--- src/rtl/pipe_stage_skid_pkg.sv ---
// pipe_stage_pkg: shared state encoding and control-field layout for pipe_stage_skid
package pipe_stage_pkg;
  typedef enum logic [1:0] {
    EMPTY = 2'd0,
    FULL  = 2'd1,
    SKID  = 2'd2
  } state_t;
  localparam int WB_W = 10;
  localparam int MEM_W = 3;
  localparam int MEMREAD = 2;
  localparam int MEMWRITE = 1;
  localparam int MEMWRITE64 = 0;
  localparam logic [WB_W+MEM_W-1:0] NOP_CTRL = '0;
endpackage

--- src/rtl/pipe_stage_skid_if.sv ---
// pipe_stage_skid_if: valid/ready channel carrying one {data, ctrl} entry
interface pipe_stage_skid_if #(
  parameter int DATA_W = 229,
  parameter int CTRL_W = 13
);
  logic valid;
  logic ready;
  logic [DATA_W-1:0] data;
  logic [CTRL_W-1:0] ctrl;
  modport master(output valid, data, ctrl, input ready);
  modport slave(input valid, data, ctrl, output ready);
endinterface

--- src/rtl/pipe_stage_skid_entry_reg.sv ---
// pipe_stage_entry_reg: {data, ctrl} holding register with load enable and ctrl-only clear
module pipe_stage_entry_reg #(
  parameter int DATA_W = 229,
  parameter int CTRL_W = 13
) (
  input  logic              Clk,
  input  logic              Rst,
  input  logic              ld,
  input  logic              clr,
  input  logic [DATA_W-1:0] d_data,
  input  logic [CTRL_W-1:0] d_ctrl,
  output logic [DATA_W-1:0] q_data,
  output logic [CTRL_W-1:0] q_ctrl
);
  // clear kills only ctrl so a dead entry reads as NOP; data is left stale
  always_ff @(posedge Clk) begin
    if (Rst) begin
      q_data <= '0;
      q_ctrl <= '0;
    end else if (clr) begin
      q_ctrl <= '0;
    end else if (ld) begin
      q_data <= d_data;
      q_ctrl <= d_ctrl;
    end
  end
endmodule

--- src/rtl/pipe_stage_skid.sv ---
// pipe_stage_skid: flow-controlled pipeline stage with 2-entry skid buffer; PIPE_STAGE_PERF_EN adds stall/bubble counters
module pipe_stage_skid
  import pipe_stage_pkg::*;
#(
  parameter int DATA_W = 229,
  parameter int CTRL_W = 13
`ifdef PIPE_STAGE_PERF_EN
  , parameter int CNT_W = 32
`endif
) (
  input  logic Clk,
  input  logic Rst,
  input  logic flush,
  pipe_stage_skid_if.slave  up,
  pipe_stage_skid_if.master dn
`ifdef PIPE_STAGE_PERF_EN
  , output logic [CNT_W-1:0] stall_cnt,
  output logic [CNT_W-1:0] bubble_cnt
`endif
);
  state_t state;
  logic acc, pop, out_valid;
  logic main_ld, main_clr, skid_ld;
  logic [DATA_W-1:0] main_data, skid_data, main_d_data;
  logic [CTRL_W-1:0] main_ctrl, skid_ctrl, main_d_ctrl;
  assign out_valid = (state != EMPTY);
  assign up.ready = (state != SKID);
  assign acc = up.valid & up.ready;
  assign pop = out_valid & dn.ready;
  // main refills from upstream, or from skid when draining the second entry
  always_comb begin
    main_ld = ((state == EMPTY) & acc) | ((state == FULL) & acc & pop) | ((state == SKID) & pop);
    main_clr = flush | ((state == FULL) & pop & ~acc);
    skid_ld = (state == FULL) & acc & ~pop;
    main_d_data = (state == SKID) ? skid_data : up.data;
    main_d_ctrl = (state == SKID) ? skid_ctrl : up.ctrl;
  end
  pipe_stage_entry_reg #(.DATA_W(DATA_W), .CTRL_W(CTRL_W)) u_main (
    .Clk(Clk), .Rst(Rst), .ld(main_ld), .clr(main_clr),
    .d_data(main_d_data), .d_ctrl(main_d_ctrl),
    .q_data(main_data), .q_ctrl(main_ctrl)
  );
  pipe_stage_entry_reg #(.DATA_W(DATA_W), .CTRL_W(CTRL_W)) u_skid (
    .Clk(Clk), .Rst(Rst), .ld(skid_ld), .clr(flush),
    .d_data(up.data), .d_ctrl(up.ctrl),
    .q_data(skid_data), .q_ctrl(skid_ctrl)
  );
  // occupancy FSM; reset and flush both drop to EMPTY
  always_ff @(posedge Clk) begin
    if (Rst || flush)
      state <= EMPTY;
    else
      state <= (state == EMPTY) ? (acc ? FULL : EMPTY) :
               (state == FULL)  ? ((acc & ~pop) ? SKID : (~acc & pop) ? EMPTY : FULL) :
               (pop ? FULL : SKID);
  end
  assign dn.valid = out_valid;
  assign dn.data = main_data;
  assign dn.ctrl = out_valid ? main_ctrl : CTRL_W'(NOP_CTRL);
`ifdef PIPE_STAGE_PERF_EN
  // saturating counters: stalls are held heads, bubbles are empty or flushed cycles
  always_ff @(posedge Clk) begin
    if (Rst) begin
      stall_cnt <= '0;
      bubble_cnt <= '0;
    end else begin
      stall_cnt <= (out_valid & ~dn.ready & ~&stall_cnt) ? stall_cnt + 1'b1 : stall_cnt;
      bubble_cnt <= ((~out_valid | flush) & ~&bubble_cnt) ? bubble_cnt + 1'b1 : bubble_cnt;
    end
  end
`endif
endmodule

--- src/flat_wrapper.sv ---
// flat-port wrapper written by rule: the top's interface ports become plain ports
module pipe_stage_skid_flat import pipe_stage_pkg::*;
#(
  parameter int DATA_W = 229,
  parameter int CTRL_W = 13

)
  (Clk, Rst, flush, up_valid, up_data, up_ctrl, up_ready, dn_valid, dn_data, dn_ctrl, dn_ready);
  pipe_stage_skid_if #(.DATA_W(DATA_W), .CTRL_W(CTRL_W)) up_i ();
  pipe_stage_skid_if #(.DATA_W(DATA_W), .CTRL_W(CTRL_W)) dn_i ();
  input  logic Clk;
  input  logic Rst;
  input  logic flush;
  input wire logic [$bits(up_i.valid)-1:0] up_valid;
  input wire logic [$bits(up_i.data)-1:0] up_data;
  input wire logic [$bits(up_i.ctrl)-1:0] up_ctrl;
  output wire logic [$bits(up_i.ready)-1:0] up_ready;
  output wire logic [$bits(dn_i.valid)-1:0] dn_valid;
  output wire logic [$bits(dn_i.data)-1:0] dn_data;
  output wire logic [$bits(dn_i.ctrl)-1:0] dn_ctrl;
  input wire logic [$bits(dn_i.ready)-1:0] dn_ready;
  assign up_i.valid = up_valid;
  assign up_i.data = up_data;
  assign up_i.ctrl = up_ctrl;
  assign up_ready = up_i.ready;
  assign dn_valid = dn_i.valid;
  assign dn_data = dn_i.data;
  assign dn_ctrl = dn_i.ctrl;
  assign dn_i.ready = dn_ready;
  pipe_stage_skid #(.DATA_W(DATA_W), .CTRL_W(CTRL_W)) u_core (.Clk(Clk), .Rst(Rst), .flush(flush), .up(up_i), .dn(dn_i));
endmodule
--- config.mk ---
export PLATFORM = sky130hd
export DESIGN_NAME = pipe_stage_skid_flat
export DESIGN_NICKNAME = d
export VERILOG_FILES = /design/src/rtl/pipe_stage_skid_pkg.sv /design/src/rtl/pipe_stage_skid_if.sv /design/src/rtl/pipe_stage_skid_entry_reg.sv /design/src/rtl/pipe_stage_skid.sv /design/src/flat_wrapper.sv
export SDC_FILE = /design/constraint.sdc
export NUM_CORES = 1
export LEC_CHECK = 0
export CAP_MARGIN = 20
export CORE_MARGIN = 1
export CORE_UTILIZATION = 46
export CTS_CLUSTER_SIZE = 16
export DETAILED_ROUTE_END_ITERATION = 8
export PLACE_DENSITY = 0.75
export RECOVER_POWER = 100
export SETUP_SLACK_MARGIN = 0.02
export SLEW_MARGIN = 30
export SYNTH_ARGS = -nofsm -noshare
export SYNTH_HDL_FRONTEND = slang
export SYNTH_SLANG_ARGS = --single-unit
--- constraint.sdc ---
create_clock -name Clk -period 2.97 [get_ports Clk]
set_clock_uncertainty 0.1 [all_clocks]
set_input_delay 0.594 -clock Clk [delete_from_list [all_inputs] [get_ports Clk]]
set_output_delay 0.594 -clock Clk [all_outputs]
set_load 0.005 [all_outputs]
==> metrics.md, run 1 <==
| Metric | Value |
|---|---|
| Status | finished clean |
| Num ports | roughly 490 |
| Post-synthesis mux area share | 0.116 |
| HP Class | register to register |
| DR iter-0 viols | between 1,000 and 1,500 |
| Clk sink count | 486 |
| Final period utilization | 0.975 |
| Max Slew Vio Count | 0 |
| Leakage | ~11 nW |
| Fin nets | approximately 2,800 |
| Placed cell count | between 3,000 and 4,000 |
| RSZ-0062 raised after global routing | false |
| #FFs+latches synth | 486 |
| Worst Tran Pin Value | around 0.9 ns |
| Finished Layout Cells | roughly 3,200 |
| Pwr/cell area | around 570 mW/mm^2 |
| Area of the mapped netlist | 0.0197 mm^2 |
| CP max FO | 14 |
| Seq/Total Area, Yosys | 0.493 |
| Critical Path AT | about 2.2 ns |
| Largest family of logic cells by synthesized area | compound AO/OA/AOI/OAI gates |
| Die Wd | roughly 210 um |
| Crit path time final | ~2.9 ns |
| Largest net degree at the start of global routing | roughly 170 |
| CTS Hold Buffers Added | 0 |
| Post-synth EDFFs | 0 |
| FFs w/ async S/R, synth | 0 |
| Area growth from synthesis to final layout | 36.1% |
| Synth top area cells | dfxtp_1 (49%), a21oi_1 (12%), mux2i_1 (12%), a311oi_1 (11%), nand2_1 (9.7%) |
| R2R depth | 6 |
| Req. time, crit path | about 2.3 ns |
| First-pass GRT wire length | a little over 90,000 um |
| Hold Path Stages | 2 |
| Peak Freq | between 300 and 400 MHz |
| H-tree Lvls | 2 |
| Final antenna-violating net count | 0 |
| Synth Area in Compound Gates | 0.229 |
| Netlist cell types | 22 |
| Drt drc | 0 |
| Commonest register cell after synthesis | dfxtp_1 |
| Most instantiated library cell after synthesis | nand2_1 |
| Die Y | between 200 and 250 um |
| Core area | ~0.042 mm^2 |
| Fin Setup TNS | 0 ns |
| Vias in the first global route | about 17,000 |
| Number of cell rows | 75 |
| Mean post-synth cell area | between 8 and 9 um^2 |
| Simple-gate area share of the yosys netlist | 0.107 |
| TritonRoute pass-1 iters | 5 |
| GRT Residual Overflow | 0 |
| Reg-to-reg endpoint | u_core.u_main.q_data[46]$_SDFFE_PP0P_ |
| WS Path Type | register to primary output |
| GPL Wtd Cong | 0.870 |
| Final hold vios | 0 |
| Post-synth top cells | nand2_1 (511), dfxtp_1 (486), a21oi_1 (472), a311oi_1 (242), mux2i_1 (229) |
| Initial Util | 0.468 |
| Hold Path End | u_core.u_skid.q_data[84]$_SDFFE_PP0P_ |
| Yosys top cell by area | dfxtp_1 |
| Share of layout cells above drive strength 1 | 0.0570 |
| Initial antenna violation count | 12 |
| DP HPWL | 38,200 um |
| Share of the synthesized area in the top cell type | 0.493 |
| Worst-path clk slew | about 0.060 ns |
| Via density | 5.68 |
| Reg-to-Reg Start | u_core.state[0]$_SDFF_PP0_ |
| Synth Instances | approximately 2,200 |
| CTS root buf | clkbuf_16 |
| Crit end category | primary output |
| R2R Setup Slk | between 0.4 and 0.5 ns |
| Wire length per cell | 18.5 um |
| Slew headroom | 0.403 |
| Final setup fails | 0 |
| Max IR drop VDD | 0.446 mV |
| Clk buf depth | 3 |
| Max-cap violations | 0 |
| YS warnings | 0 |
| CP Launch Type | register |
| Die area | 0.0437 mm^2 |
| Hold path start | u_core.u_skid.q_data[84]$_SDFFE_PP0P_ |
| Via Count | between 15,000 and 20,000 |
| Gr usage total | 0.256 |
| Post-route core utilization | 0.637 |
| Num CTS Buffers | around 50 |
| Tot Pwr | approximately 15 mW |
| Clock latency on the worst-skew pair | ~0.57 ns |
| IO buf count | 490 |
| Total routed wirelength | 58,700 um |
| Adder-cell share of the synthesized area | 0 |
| Post-synthesis xor/xnor area fraction | 0.000444 |
| CTS tree | done |
| Mapped Nets | 2,471 |
[placed cells by master (no fill, tap or decap), drive strengths merged, types with 5 or more instances in the layout]
master / count
nor2: 19
clkbuf: 90
dlygate4sd3: 244
a311oi: 242
clkinv: 8
diode: 8
inv: 5
bufinv: 6
a21oi: 472
mux2i: 229
buf: 51
dfxtp: 486
clkdlybuf4s50: 245
nor2b: 14
nand2: 511
[area by class of cell]
class                           instances  area [um^2]
Fill cell                            3457        15300
Sequential cell                       486         9730
Multi-Input combinational cell       1495         8940
Timing Repair Buffer                  553         5700
Clock buffer                           77         1530
Tap cell                              539          674
Clock inverter                         15          228
Inverter                                5         33.8
Antenna cell                            8         20.0
[worst max-delay path, stage by stage, from the launching register on]
cell and delay [ns]:
dfxtp_1 0.51, nor2_1 0.12, buf_4 0.20, nor2b_1 0.19, dlygate4sd3_1 0.61
[sequential cells by signal, indices dropped and copies added, names as in the netlist]
| register | count |
|---|---|
| u_core.state | 2 |
| u_core.u_main.q_ctrl | 13 |
| u_core.u_main.q_data | 229 |
| u_core.u_skid.q_ctrl | 13 |
| u_core.u_skid.q_data | 229 |
[repair_timing]
item	in CTS	in global routing
resized for setup	1	0
setup buffers	0	0
endpoints found under the hold margin	0	0
endpoints found under the setup margin	1	0
[cells by family (layout without fill, tap and decap cells)]
kind of cell | after synthesis | in the layout
multiplexers | 229 | 229
buffers and inverters | 243 | 650
AO/OA/AOI/OAI | 716 | 716
AND/OR/NAND/NOR | 549 | 549
flip-flops | 486 | 486
XOR/XNOR | 1 | 1
other | 0 | 8
[stage by stage]
stage	setup WS [ns]	hold slack, ns	instance area (um^2)
final	0.0752	0.351	26900
after global routing	0.0248	0.369	26900
after CTS	0.0665	0.352	27000
after detailed placement	0.191	0.346	25200
after global placement	0.278	0.340	25200
after floorplan	1.01	0.336	19700
[worst max path at each step]
stage | cells after the start | slack (ns) | endpoint | startpoint
5_1_grt | 7 | 0.02 | u_core.u_main.q_data[46]$_SDFFE_PP0P_ | dn_ready
3_3_place_gp | 7 | 0.28 | u_core.u_main.q_data[74]$_SDFFE_PP0P_ | up_valid
6_report | 4 | 0.08 | dn_ctrl[8] | u_core.state[1]$_SDFF_PP0_
4_1_cts | 4 | 0.07 | up_ready | u_core.state[1]$_SDFF_PP0_
2_1_floorplan | 6 | 1.01 | u_core.u_main.q_ctrl[10]$_SDFFE_PP0P_ | Rst
3_5_place_dp | 7 | 0.19 | u_core.u_main.q_data[52]$_SDFFE_PP0P_ | dn_ready
[metal layers]
metal	up-vias	wire length, um	track usage
li1	8745	-	-
met1	8517	23600	0.311
met2	635	28000	0.419
met3	147	4590	0.0666
met4	4	2560	0.127
met5	-	28	0
[report_power, final]
part / total, mW / internal [mW] / switching, mW
Clock: 6.65 / 4.05 / 2.60
Combinational: 1.76 / 0.915 / 0.845
Sequential: 6.92 / 6.77 / 0.141
Total: 15.3 / 11.7 / 3.59
Note: power is estimated with default switching activity, not from simulation.
==> inputs of run 2 (changes only) <==
--- a/config.mk
+++ b/config.mk
@@ -12,7 +12,7 @@
 export DETAILED_ROUTE_END_ITERATION = 8
 export PLACE_DENSITY = 0.75
 export RECOVER_POWER = 100
-export SETUP_SLACK_MARGIN = 0.02
+export SETUP_SLACK_MARGIN = 0.4
 export SLEW_MARGIN = 30
 export SYNTH_ARGS = -nofsm -noshare
 export SYNTH_HDL_FRONTEND = slang
==> run 2 against run 1 <==
Register-to-register slack improved by 0.11 ns. Maximum frequency increased by 9.3%. Largest cell class unchanged. Total power about the same. Sequential share of layout area decreased by 0.095 points. Clock-buffer cell count unchanged.
==> metrics.md, run 2 (synthesis gave the netlist of run 1 again) <==
| Metric | Value |
|---|---|
| Final hold vios | 0 (unchanged) |
| Die area | 0.0437 mm^2 (unchanged) |
| TritonRoute pass-1 iters | 6 (+1) |
| Drt drc | 0 (unchanged) |
| Final antenna-violating net count | 0 (unchanged) |
| Tot Pwr | 15.3 mW (about the same) |
| CP Launch Type | primary input |
| R2R depth | 7 (+1) |
| CP max FO | 102 (+88) |
| WS Path Type | primary input to register |
| IO buf count | 490 (unchanged) |
| Req. time, crit path | 3.36 ns (+1.08 ns) |
| Initial antenna violation count | 11 (-1) |
| Critical Path AT | 3.04 ns (+0.84 ns) |
| Gr usage total | 0.257 (+0.000717) |
| Pwr/cell area | 569 mW/mm^2 (-0.29%) |
| HP Class | register to register |
| DR iter-0 viols | 1,438 (+6.0%) |
| CTS tree | done |
| Fin Setup TNS | 0 ns (unchanged) |
| Wire length per cell | 18.5 um (+0.31%) |
| Clk buf depth | 3 (unchanged) |
| Vias in the first global route | 17,156 (+0.14%) |
| Share of layout cells above drive strength 1 | 0.0584 (+0.00137) |
| Max Slew Vio Count | 0 (unchanged) |
| Max IR drop VDD | 0.448 mV (+0.40%) |
| Status | finished clean |
| Clk sink count | 486 (unchanged) |
| Clock latency on the worst-skew pair | 0.57 ns (about the same) |
| H-tree Lvls | 2 (unchanged) |
| Largest net degree at the start of global routing | 169 (unchanged) |
| Number of cell rows | 75 (unchanged) |
| Core area | 0.0421 mm^2 (unchanged) |
| Crit end category | register |
| Crit path time final | 2.65 ns (-0.247 ns) |
| Num ports | 491 (unchanged) |
| Slew headroom | 0.201 (-0.201) |
| CTS root buf | clkbuf_16 |
| Worst Tran Pin Value | 1.20 ns (+0.302 ns) |
| Worst-path clk slew | 0.06 ns (about the same) |
| CTS Hold Buffers Added | 0 (unchanged) |
| Area growth from synthesis to final layout | 36.5% |
| Fin nets | 2,846 (+0.25%) |
| Leakage | 11.3 nW (+0.40%) |
| Die Y | 209 um (unchanged) |
| First-pass GRT wire length | 91,500 um (+0.23%) |
| Final period utilization | 0.891 (-0.0833) |
| Hold Path Stages | 2 (unchanged) |
| Max-cap violations | 0 (unchanged) |
| Filler cells | 3,443 (-0.40%) |
| Total routed wirelength | 59,000 um (+0.50%) |
| Via density | 5.67 (-0.24%) |
| GRT Residual Overflow | 0 (unchanged) |
| Die Wd | 209 um (unchanged) |
| GPL Wtd Cong | 0.870 (unchanged) |
| Final setup fails | 0 (unchanged) |
| Hold slack | 0.352 ns (+0.000920 ns) |
| Num CTS Buffers | 51 (unchanged) |
| RSZ-0062 raised after global routing | true |
| Most common cell after layout, fill and taps aside | nand2_1 |
| Via Count | 18,038 (-0.055%) |
| Commonest cells after routing, fill and taps aside | nand2_1 (510), dfxtp_1 (485), a21oi_1 (472) |
| Biggest regs | u_core.u_main.q_data x229, u_core.u_skid.q_data x229 |
| Peak Freq | 378 MHz (+9.3%) |
| DP HPWL | 38,200 um (unchanged) |
| Initial Util | 0.468 (unchanged) |
## run 2: cell count changes in the layout (fill, tap and decap cells not counted), sizes merged
cell           delta
buf               +7
clkbuf            -1
diode             -1
inv               +1
clkdlybuf4s50     -1
dlygate4sd2       +3
dlymetal6s2s      +1
dlygate4sd3       -3
## run 2: final timing paths
kind / from / end / slack, ns
setup reg to reg: u_core.state[0]$_SDFF_PP0_ / u_core.u_main.q_data[46]$_SDFFE_PP0P_ / 0.52
hold / removal: u_core.u_skid.q_data[62]$_SDFFE_PP0P_ / u_core.u_skid.q_data[62]$_SDFFE_PP0P_ / 0.35
hold reg to reg: u_core.u_skid.q_data[62]$_SDFFE_PP0P_ / u_core.u_skid.q_data[62]$_SDFFE_PP0P_ / 0.35
setup / recovery: dn_ready / u_core.u_skid.q_data[110]$_SDFFE_PP0P_ / 0.32
## run 2: timing repair
item,4_1_cts,5_1_grt
gates resized for setup,15,3
cloned,0,1
setup buffers,2,4
pin swaps,0,1
endpoints found under the hold margin,0,0
endpoints found under the setup margin,15,8
## run 2: cell type report
cell class / count / area (um^2) / area share
Antenna cell: 7 / 17.5 / 0.000650
Clock buffer: 77 / 1530 / 0.0567
Clock inverter: 15 / 228 / 0.00845
Inverter: 5 / 28.8 / 0.00107
Multi-Input combinational cell: 1495 / 8960 / 0.333
Sequential cell: 486 / 9730 / 0.361
Tap cell: 539 / 674 / 0.0250
Timing Repair Buffer: 559 / 5760 / 0.214
Timing Repair inverter: 1 / 8.76 / 0.000325
## run 2: critical path, stage by stage
cell           delay [ns]
dlygate4sd3_1        0.63
nand4bb_1            0.29
nor2_1               0.40
buf_6                0.65
nand2_1              0.14
a21oi_1              0.19
## run 2: power by group
group          switching, mW  leakage (nW)  internal (mW)
clock                   2.60         0.864           4.05
combinational          0.849          6.44          0.918
sequential             0.141          3.96           6.77
total                   3.59          11.3           11.7
## run 2: per-stage QoR
stage          instance area (um^2)  instances  worst slack [ns]  utilization
4_1_cts                       27000       3172             0.351        0.641
3_5_place_dp                  25200       3078             0.191        0.598
2_1_floorplan                 19700       2224              1.01            -
5_1_grt                       26900       3182             0.198        0.639
6_report                      26900       3184             0.323        0.639
3_3_place_gp                  25200       3078             0.278        0.598
## run 2: routing by layer
layer	routed length, um	track usage
met1	23700	0.312
met4	2660	0.126
met3	4540	0.0670
met2	28100	0.420
met5	28	0
==> inputs of run 3 (changes only) <==
--- a/config.mk
+++ b/config.mk
@@ -13,6 +13,7 @@
 export PLACE_DENSITY = 0.75
 export RECOVER_POWER = 100
 export SETUP_SLACK_MARGIN = 0.4
+export SKIP_CTS_REPAIR_TIMING = 1
 export SLEW_MARGIN = 30
 export SYNTH_ARGS = -nofsm -noshare
 export SYNTH_HDL_FRONTEND = slang
==> run 3 against run 2 <==
Combinational power hardly changed. Total power is 0.11% higher. Final cell count hardly changed. Sequential share of layout area is 0.12 points lower. Wire length is 0.15% higher. Largest cell class unchanged. Highest routed layer unchanged.
==> metrics.md, run 3 (synthesis gave the netlist of run 1 again) <==
| Metric | Value |
|---|---|
| TritonRoute pass-1 iters | 7 (+1) |
| Final period utilization | 0.900 (+0.00846) |
| CP Launch Type | register |
| Final WS setup | 0.297 ns (-0.0251 ns) |
| Leakage | 11.3 nW (about the same) |
| Hold path start | u_core.u_skid.q_data[62]$_SDFFE_PP0P_ |
| Initial Util | 0.468 (unchanged) |
| Core area | 0.0421 mm^2 (unchanged) |
| Pre-CTS setup slack | 0.191 ns (unchanged) |
| Crit path largest cell delay | 0.58 ns (-0.07 ns) |
| Gr usage total | 0.256 (-0.000619) |
| GPL Wtd Cong | 0.870 (unchanged) |
| Largest net degree at the start of global routing | 169 (unchanged) |
| GRT Residual Overflow | 0 (unchanged) |
| CP max-delay cell | dlygate4sd3_1 |
| Total routed wirelength | 59,100 um (+0.15%) |
| Filler cells | 3,441 (-0.058%) |
| Final hold vios | 0 (unchanged) |
| Critical Path AT | 1.98 ns (-1.06 ns) |
| Clock latency on the worst-skew pair | 0.57 ns (about the same) |
| Fin nets | 2,847 (+0.035%) |
| IO buf count | 490 (unchanged) |
| Worst Setup SP | u_core.state[1]$_SDFF_PP0_ |
| Via density | 5.68 (+0.20%) |
| Hold slack | 0.352 ns (-0.0000540 ns) |
| Final setup fails | 0 (unchanged) |
| Num ports | 491 (unchanged) |
| Clk buf depth | 3 (unchanged) |
| Multi-input logic area | 0.00896 mm^2 (unchanged) |
| Crit end category | primary output |
| Die area | 0.0437 mm^2 (unchanged) |
| Number of cell rows | 75 (unchanged) |
| Area growth from synthesis to final layout | 37.0% |
| Most common cell after layout, fill and taps aside | nand2_1 |
| Cell Chain, Critical Path | inv_1 > nor2_4 > clkinv_8 > dlygate4sd3_1 |
| Max Slew Vio Count | 0 (unchanged) |
| Num CTS Buffers | 51 (unchanged) |
| Initial antenna violation count | 12 (+1) |
| Req. time, crit path | 2.28 ns (-1.08 ns) |
| HP Class | register to register |
| H-tree Lvls | 2 (unchanged) |
| Max-cap violations | 0 (unchanged) |
| Commonest cells after routing, fill and taps aside | nand2_1 (510), dfxtp_1 (485), a21oi_1 (472) |
| Max IR drop VDD | 0.446 mV (-0.32%) |
| Drt drc | 0 (unchanged) |
| Worst-path clk slew | 0.06 ns (about the same) |
| Vias in the first global route | 17,137 (-0.11%) |
| Via Count | 18,085 (+0.26%) |
| WS Path Type | register to primary output |
| Final antenna-violating net count | 0 (unchanged) |
| CTS tree | done |
| Storage cell area | 0.00973 mm^2 (unchanged) |
| Status | finished clean |
| Clk sink count | 486 (unchanged) |
| Worst Tran Pin Value | 1.20 ns (+0.00567 ns) |
| CP max FO | 5 (-95%) |
| Reg-to-Reg Start | u_core.state[1]$_SDFF_PP0_ |
| Die Wd | 209 um (unchanged) |
| RSZ-0062 raised after global routing | true |
| DP HPWL | 38,200 um (unchanged) |
| Wire length per cell | 18.6 um (about the same) |
| CTS root buf | clkbuf_16 |
| Share of layout cells above drive strength 1 | 0.0606 (+0.00225) |
| Biggest regs | u_core.u_main.q_data x229, u_core.u_skid.q_data x229 |
| Peak Freq | 374 MHz (-0.94%) |
| Crit path time final | 2.67 ns (+0.0251 ns) |
| Slew headroom | 0.198 (-0.00378) |
| First-pass GRT wire length | 91,300 um (-0.21%) |
| Pwr/cell area | 568 mW/mm^2 (-0.22%) |
| DR iter-0 viols | 1,437 (-0.070%) |
| Die Y | 209 um (unchanged) |
[run 3: cell types whose count changed in the layout (fill, tap and decap cells not counted), moves of 2 or more]
cell | before | now
buf_4 | 25 | 29
nor2b_1 | 12 | 10
clkbuf_1 | 21 | 17
buf_12 | 29 | 33
nor2b_2 | 0 | 3
clkbuf_2 | 4 | 2
dlygate4sd2_1 | 3 | 0
clkdlybuf4s25_1 | 0 | 4
[run 3: layout make-up]
cell class | count | area share
inverter | 5 | 0.00143
timing repair buffer | 560 | 0.216
multi-input combinational | 1495 | 0.332
sequential | 486 | 0.360
clock buffer | 77 | 0.0565
antenna | 8 | 0.000741
timing repair inverter | 1 | 0.000324
tap | 539 | 0.0249
clock inverter | 15 | 0.00842
[run 3: worst paths after layout]
| kind | slack (ns) | cells after the start | end |
|---|---|---|---|
| min | 0.35 | 2 | u_core.u_skid.q_data[62]$_SDFFE_PP0P_ |
| max | 0.30 | 4 | up_ready |
| max reg2reg | 0.36 | 7 | u_core.u_main.q_data[132]$_SDFFE_PP0P_ |
| min reg2reg | 0.35 | 2 | u_core.u_skid.q_data[62]$_SDFFE_PP0P_ |
[run 3: worst max-delay path, delay by kind of cell (launching register included)]
kind          cells  cell delay [ns]
buf+inv           3             0.77
flops             1             0.41
simple gates      1             0.23
[run 3: per-layer routing]
| layer | global-route usage | vias up | share of wire |
|---|---|---|---|
| met5 | 0 | - | 0.00047 |
| met4 | 0.127 | 4 | 0.046 |
| met3 | 0.0667 | 159 | 0.075 |
| met2 | 0.419 | 610 | 0.48 |
| met1 | 0.311 | 8565 | 0.40 |
| li1 | - | 8747 | - |
[run 3: power by group]
part | switching, mW | leakage (nW) | internal (mW)
combinational | 0.850 | 6.45 | 0.924
clock | 2.61 | 0.864 | 4.05
sequential | 0.141 | 3.96 | 6.77
total | 3.60 | 11.3 | 11.7
[run 3: per-stage QoR]
stage | TNS (ns) | instance area (um^2) | total power [mW] | util | instances
finish | 0 | 27000 | 15.3 | 0.642 | 3186
global route | 0 | 27000 | 15.9 | 0.641 | 3184
CTS | -0.126 | 26900 | 15.5 | 0.640 | 3170
detailed placement | 0 | 25200 | 8.90 | 0.598 | 3078
global placement | 0 | 25200 | 8.85 | 0.598 | 3078
floorplan | 0 | 19700 | 7.80 | - | 2224
